==> src/rtl/fetch_if.sv <==
// Fetch-stage bus: hazard/EX/decode controls in, PC, IF/ID and status out.
// The master modport is the fetch controller; the slave modport is its environment.
interface fetch_if;
    logic        stall;
    logic        IFID_Write;
    logic        PCWrite;
    logic        br_taken;
    logic [31:0] br_target;
    logic        halt;
    logic [31:0] imem_inst;
    logic [31:0] pc_out;
    logic [31:0] ifid_inst;
    logic [31:0] ifid_pc;
    logic        ifid_valid;
    logic        bubble;
    logic        halted;
    logic [15:0] stall_cycles;

    modport master (
        input  stall, IFID_Write, PCWrite, br_taken, br_target, halt, imem_inst,
        output pc_out, ifid_inst, ifid_pc, ifid_valid, bubble, halted, stall_cycles
    );

    modport slave (
        output stall, IFID_Write, PCWrite, br_taken, br_target, halt, imem_inst,
        input  pc_out, ifid_inst, ifid_pc, ifid_valid, bubble, halted, stall_cycles
    );
endinterface

==> src/rtl/fetch_ctrl.sv <==
// Fetch-stage controller: PC and IF/ID registers, branch redirect, halt-drain FSM
// and a saturating stall-cycle counter.
module fetch_ctrl #(
    parameter logic [31:0] RESET_PC     = 32'h0000_0000,
    parameter int          DRAIN_CYCLES = 3
) (
    input logic      clk,
    input logic      rst,
    fetch_if.master  bus
);
    localparam int CNT_W = (DRAIN_CYCLES > 1) ? $clog2(DRAIN_CYCLES) : 1;

    typedef enum logic [1:0] {RUN = 2'd0, DRAIN = 2'd1, HALTED = 2'd2} state_t;

    state_t             state, state_nxt;
    logic [CNT_W-1:0]   drain_cnt, cnt_nxt;
    logic [31:0]        pc, inst, inst_pc;
    logic               valid;
    logic [15:0]        stall_cnt;
    logic               redirect, flush, pc_adv, ifid_load, count_stall;
    logic               bubble, halted;

    function automatic logic [15:0] sat_inc(input logic [15:0] v);
        return (v == 16'hFFFF) ? v : v + 16'd1;
    endfunction

    always_ff @(posedge clk) begin
        if (rst) begin
            state     <= RUN;
            drain_cnt <= '0;
        end else begin
            state     <= state_nxt;
            drain_cnt <= cnt_nxt;
        end
    end

    // A branch in EX outranks a halt in ID: the halting instruction is wrong-path.
    always_comb begin
        state_nxt = state;
        cnt_nxt   = drain_cnt;
        case (state)
            RUN: begin
                if (!bus.br_taken && bus.halt) begin
                    state_nxt = DRAIN;
                    cnt_nxt   = CNT_W'(DRAIN_CYCLES - 1);
                end
            end
            DRAIN: begin
                if (drain_cnt == '0) state_nxt = HALTED;
                else                 cnt_nxt   = drain_cnt - CNT_W'(1);
            end
            default: ;
        endcase
    end

    always_comb begin
        redirect    = 1'b0;
        flush       = 1'b0;
        pc_adv      = 1'b0;
        ifid_load   = 1'b0;
        count_stall = 1'b0;
        if (state == RUN) begin
            redirect    = bus.br_taken;
            flush       = bus.br_taken | bus.halt;
            pc_adv      = !flush && bus.PCWrite;
            ifid_load   = !flush && bus.IFID_Write;
            count_stall = bus.stall;
        end
        bubble = bus.stall | bus.br_taken | ~valid | (state != RUN);
        halted = (state == HALTED);
    end

    always_ff @(posedge clk) begin
        if (rst) begin
            pc        <= RESET_PC;
            inst      <= '0;
            inst_pc   <= '0;
            valid     <= 1'b0;
            stall_cnt <= '0;
        end else begin
            if (redirect)    pc <= bus.br_target & 32'hFFFF_FFFC;
            else if (pc_adv) pc <= pc + 32'd4;

            if (flush) begin
                valid <= 1'b0;
            end else if (ifid_load) begin
                inst    <= bus.imem_inst;
                inst_pc <= pc;
                valid   <= 1'b1;
            end

            if (count_stall) stall_cnt <= sat_inc(stall_cnt);
        end
    end

    assign bus.pc_out       = pc;
    assign bus.ifid_inst    = inst;
    assign bus.ifid_pc      = inst_pc;
    assign bus.ifid_valid   = valid;
    assign bus.bubble       = bubble;
    assign bus.halted       = halted;
    assign bus.stall_cycles = stall_cnt;
endmodule

==> src/flat_wrapper.sv <==
// flat-port wrapper written by rule: the top's interface ports become plain ports
module fetch_ctrl_flat 
#(
    parameter logic [31:0] RESET_PC     = 32'h0000_0000,
    parameter int          DRAIN_CYCLES = 3
)
  (clk, rst, bus_stall, bus_IFID_Write, bus_PCWrite, bus_br_taken, bus_br_target, bus_halt, bus_imem_inst, bus_pc_out, bus_ifid_inst, bus_ifid_pc, bus_ifid_valid, bus_bubble, bus_halted, bus_stall_cycles);
  fetch_if bus_i ();
  input logic clk;
  input logic rst;
  input wire logic [$bits(bus_i.stall)-1:0] bus_stall;
  input wire logic [$bits(bus_i.IFID_Write)-1:0] bus_IFID_Write;
  input wire logic [$bits(bus_i.PCWrite)-1:0] bus_PCWrite;
  input wire logic [$bits(bus_i.br_taken)-1:0] bus_br_taken;
  input wire logic [$bits(bus_i.br_target)-1:0] bus_br_target;
  input wire logic [$bits(bus_i.halt)-1:0] bus_halt;
  input wire logic [$bits(bus_i.imem_inst)-1:0] bus_imem_inst;
  output wire logic [$bits(bus_i.pc_out)-1:0] bus_pc_out;
  output wire logic [$bits(bus_i.ifid_inst)-1:0] bus_ifid_inst;
  output wire logic [$bits(bus_i.ifid_pc)-1:0] bus_ifid_pc;
  output wire logic [$bits(bus_i.ifid_valid)-1:0] bus_ifid_valid;
  output wire logic [$bits(bus_i.bubble)-1:0] bus_bubble;
  output wire logic [$bits(bus_i.halted)-1:0] bus_halted;
  output wire logic [$bits(bus_i.stall_cycles)-1:0] bus_stall_cycles;
  assign bus_i.stall = bus_stall;
  assign bus_i.IFID_Write = bus_IFID_Write;
  assign bus_i.PCWrite = bus_PCWrite;
  assign bus_i.br_taken = bus_br_taken;
  assign bus_i.br_target = bus_br_target;
  assign bus_i.halt = bus_halt;
  assign bus_i.imem_inst = bus_imem_inst;
  assign bus_pc_out = bus_i.pc_out;
  assign bus_ifid_inst = bus_i.ifid_inst;
  assign bus_ifid_pc = bus_i.ifid_pc;
  assign bus_ifid_valid = bus_i.ifid_valid;
  assign bus_bubble = bus_i.bubble;
  assign bus_halted = bus_i.halted;
  assign bus_stall_cycles = bus_i.stall_cycles;
  fetch_ctrl #(.RESET_PC(RESET_PC), .DRAIN_CYCLES(DRAIN_CYCLES)) u_core (.clk(clk), .rst(rst), .bus(bus_i));
endmodule
==> config.mk <==
export PLATFORM = sky130hd
export DESIGN_NAME = fetch_ctrl_flat
export DESIGN_NICKNAME = d
export VERILOG_FILES = /design/src/rtl/fetch_if.sv /design/src/rtl/fetch_ctrl.sv /design/src/flat_wrapper.sv
export SDC_FILE = /design/constraint.sdc
export NUM_CORES = 1
export LEC_CHECK = 0
export ABC_AREA = 1
export CORE_MARGIN = 4
export CORE_UTILIZATION = 50
export CTS_BUF_LIST = sky130_fd_sc_hd__clkbuf_4 sky130_fd_sc_hd__clkbuf_8 sky130_fd_sc_hd__clkbuf_16
export CTS_CLUSTER_DIAMETER = 150
export DETAILED_ROUTE_END_ITERATION = 10
export PLACE_DENSITY = 0.87
export SETUP_SLACK_MARGIN = 0.3
export SLEW_MARGIN = 40
export SYNTH_ARGS = -nofsm -noshare
export SYNTH_HDL_FRONTEND = slang
export SYNTH_SLANG_ARGS = --single-unit
==> constraint.sdc <==
create_clock -name clk -period 3.35 [get_ports clk]
set_input_delay 1.005 -clock clk [delete_from_list [all_inputs] [get_ports clk]]
set_output_delay 1.005 -clock clk [all_outputs]
set_load 0.005 [all_outputs]
# After elaboration in Yosys (flattened, before gate mapping)
# Index checks and enable logic that the tools add are counted.
# word_totals
ff_bits	117
out_inout_bits	115
wordCells	53
in_bits	71
# op_classes
muxes	13
n_bitwise	7
n_eq_ne	6
reduce_logical	16
addsub	3
# ops
op	count
$mux W32	2
$add A32 B3 Y32 const B	1
$add A16 B1 Y16 const B	1
$eq A16 B16 Y1 const B	1
$mux W2	4
$pmux W2 S2	2
$reduce_and A3 Y1	2
$reduce_bool A2 Y1	3
$mux W1	5
$logic_not A2 Y1	2
$ne A2 B1 Y1 const B	2
$or A1 B1 Y1	4
$reduce_and A2 Y1	2
$reduce_or A2 Y1	2
$logic_and A1 B1 Y1	3
$not A1 Y1	3
$eq A2 B1 Y1 const B	1
$eq A2 B2 Y1 const B	1
$logic_not A1 Y1	2
$ne A2 B2 Y1 const B	1
$sub A2 B1 Y2 const B	1

# Logic depth before layout (Yosys ltp)
# Gate-level depths: netlist of run 1.
# logic_depth
ltp_word	6
depth_mapped	10

# Worst setup path after synthesis of run 1
# No wires, ideal clock.
# synth_timing
path_type	input to output
from	in bus_stall
to	out bus_bubble
path_stages	2
arrival_time_ns	1.156
path_buffers	0
slack_ns	1.189
path_cell_list	inv_1 -> nand4_1
# synth_between
elab_chain_cells	3
# synth_lines
element	line_no	rtl
start, declared	flat_wrapper.sv:11	input wire logic [$bits(bus_i.stall)-1:0] bus_stall;
$or A1 B1 Y1 (3 in series)	fetch_ctrl.sv:69	bubble = bus.stall | bus.br_taken | ~valid | (state != RUN);
end, declared	flat_wrapper.sv:22	output wire logic [$bits(bus_i.bubble)-1:0] bus_bubble;
# Every way passes these cells.

# Worst setup path in the final report of run 1
# layout_timing
from	in bus_br_taken
to	out bus_bubble
# layout_between
elab_chain_cells	3
# layout_lines
element	line_no	rtl
start, declared	flat_wrapper.sv:14	input wire logic [$bits(bus_i.br_taken)-1:0] bus_br_taken;
$or A1 B1 Y1 (3 in series)	fetch_ctrl.sv:69	
# Every way passes these cells.

==> metrics.txt, run 1 <==
commonest cells after routing, fill and taps aside=clkdlybuf4s50_1 (178), nand2_1 (173), inv_1 (116); synth top area cells=dfxtp_1 (39%), nand2_1 (11%), a21oi_1 (7.9%), inv_1 (7.7%), o21ai_0 (6.8%); Critical Path End Type=output port; vias per inst=between 5 and 6; Worst Hold Class=register to register; CP Launch Type=input pin; HPWL after DPL=12,200 um; vias in the first global route=5,716; # port buffers=approximately 180; fin. max-slew vios=0; DR WL/cell=14.4 um; Worst Tran Pin Value=578 ps; Netlist cell types=38; critical path class=input pin to output port; ANT cells=0; syn_area_per_cell=6.78 um2; Yosys top cell area share=39.5%; Fillers=850; drt pass-1 iters=5; gr ovfl total=0; Hold-fix buffers, CTS=0; DIE WIDTH=115 um; Design Area, Final=8220 um2; die height=115 um; Cells after Synth=846; Fmax=around 340 MHz; initial drt markers=453; commonest non-fill, non-tap cell in the layout=clkdlybuf4s50_1; Nets=around 1,100; DRC viols=0; most area-hungry cell type in the Yosys netlist=dfxtp_1; Root Buffer=clkbuf_16; Final Skew=11.1 ps; endpoints failing hold=0; pin count of the biggest net entering global routing=50; global-route wire length before repair=27,100 um; worst hold slack=between 400 and 500 ps; Slew headroom=61.4%; register area share after synthesis=39.5%; row cnt=38; CP Max Fanout=2; final setup violation count=0; share of cells above drive strength 1=about 8.2%; Seq. cell area=2260 um2; ANT nets after route=0; status=finished clean; Synth warnings=0; latest clock arrival within the worst-skew pair=410 ps; RR Startpoint=u_core.bus.pc_out[2]; deepest clock path buffer count=2; full die area=approximately 13,000 um2; Max VDD drop=0.000358 V; global placement routability congestion=approximately 0.88; Hold Path Origin=u_core.bus.ifid_pc[22]; setup TNS=0 ps; RSZ-0062 raised after global routing=no; Reg clk slew, reported paths=60 ps; CTS tree=built; CORE AREA=between 10,000 and 15,000 um2; Final Util=74.6%; io pins=186; Seq cells post-synth=113; placed cell area=7600 um2; final wirelength=16,800 um; min Tclk post-route=between 2000 and 3000 ps; Critical Path RT=2340 ps; crit path from=bus_br_taken; global router's overall resource usage=about a quarter; clock sinks=around 110; Initial Util=roughly half; multi-input logic area=2800 um2; initial antenna violation count=0; post-CTS setup buffer count=0; Arr. time, crit path=1900 ps; CTS Buf Count=17; detailed-route via count=6,093; H-tree level count=4; leakage=3.00 nW; Power Dens Cells=approximately 500 nW/um2; post-synth design cell area=about 5700 um2; Tcrit/Tclk final=86.7%; MaxCap Viol Count=0; area grow syn2layout=43.5%
area by class of cell:
class	instances	share of cell area [%]
Tap cell	140	2.13
Multi-Input combinational cell	573	34.0
Clock inverter	13	2.13
Timing Repair Buffer	190	23.1
Sequential cell	113	27.5
Clock buffer	19	5.51
Inverter	122	5.63
what timing repair did:
| item | in CTS | in global routing |
|---|---|---|
| endpoints found under the setup margin | 1 | 0 |
| hold endpoints to repair | 0 | 0 |
| gates resized for setup | 1 | 0 |
final timing paths:
check	end	slack (ps)	depth (start not counted)
setup / recovery	bus_bubble	450	4
hold / removal	u_core.bus.ifid_pc[22]	440	2
setup reg to reg	u_core.bus.pc_out[30]	1470	10
hold reg to reg	u_core.bus.ifid_pc[22]	440	2
sequential cells by signal, summed over array words and instances, names as in the netlist:
signal                   count
u_core.bus.ifid_inst        32
u_core.bus.ifid_pc          30
u_core.bus.pc_out           30
u_core.bus.stall_cycles     16
u_core.drain_cnt             2
u_core.state                 2
u_core.bus.ifid_valid        1
where the power goes:
| part | switching, mW | internal [mW] | leakage (nW) |
|---|---|---|---|
| Sequential | 0.108 | 1.43 | 0.923 |
| Clock | 0.697 | 1.23 | 0.302 |
| Combinational | 0.299 | 0.320 | 1.78 |
| Total | 1.10 | 2.98 | 3.00 |
critical path, stage by stage:
cell	delay, ps
clkdlybuf4s50_1	440
inv_1	90
nand4_1	80
dlygate4sd2_1	270
Yosys cell counts:
cell type  instances
inv_4              2
nand2_4            3
conb_1             1
nand2_1          173
nand3_1           59
nor3_1             9
inv_2              3
buf_4              6
ha_1               3
o211ai_1           6
nand2_2            4
a21oi_1           90
nor2_4             2
buf_6              5
nand3b_1           4
nand4_1            3
nand4_2            1
o21ai_0           78
dfxtp_1          113
and2_1             1
a41oi_1            1
a31oi_1            4
buf_1              2
buf_2             11
nor2_1            90
a211oi_1           1
a21oi_2            7
xor2_1             7
inv_1            117
nor2_2            10
nor3_2             2
o221ai_1           1
clkbuf_1          17
nor3_4             1
nor3b_1            1
nand3_2            3
nor2_8             2
xnor2_1            3
cells by family (layout without fill, tap and decap cells):
logic type	count (synthesis)	in the layout	synth area share (%)
AOI/OAI and AO/OA	188	188	17.4
other	1	4	0.0654
DFF	113	113	39.5
buffers and inverters	163	344	12.0
adders and majority gates	3	3	0.655
xor gates and xnor gates	10	10	1.53
and+or+nand+nor	368	368	28.8
routing by layer:
layer	wire (um)	GRT usage [%]
met5	0	0
met4	419	9.31
met3	1150	5.37
met2	8000	43.0
met1	7270	31.7
metrics by stage:
step | setup slack (ps) | std cells | total power, mW
final | 447 | 1170 | 4.08
after global routing | 392 | 1170 | 4.25
after CTS | 441 | 1170 | 4.10
after detailed placement | 186 | 1138 | 2.18
after global placement | 220 | 1138 | 2.17
after floorplan | 1190 | 849 | 1.85
(Power assumes the default switching activity.)
==> run 2, diff against run 1 <==
Settings changed: SLEW_MARGIN 40 to not set.
==> results of run 2 <==
No change in the layout: final DEF, timing and power equal those of run 1.
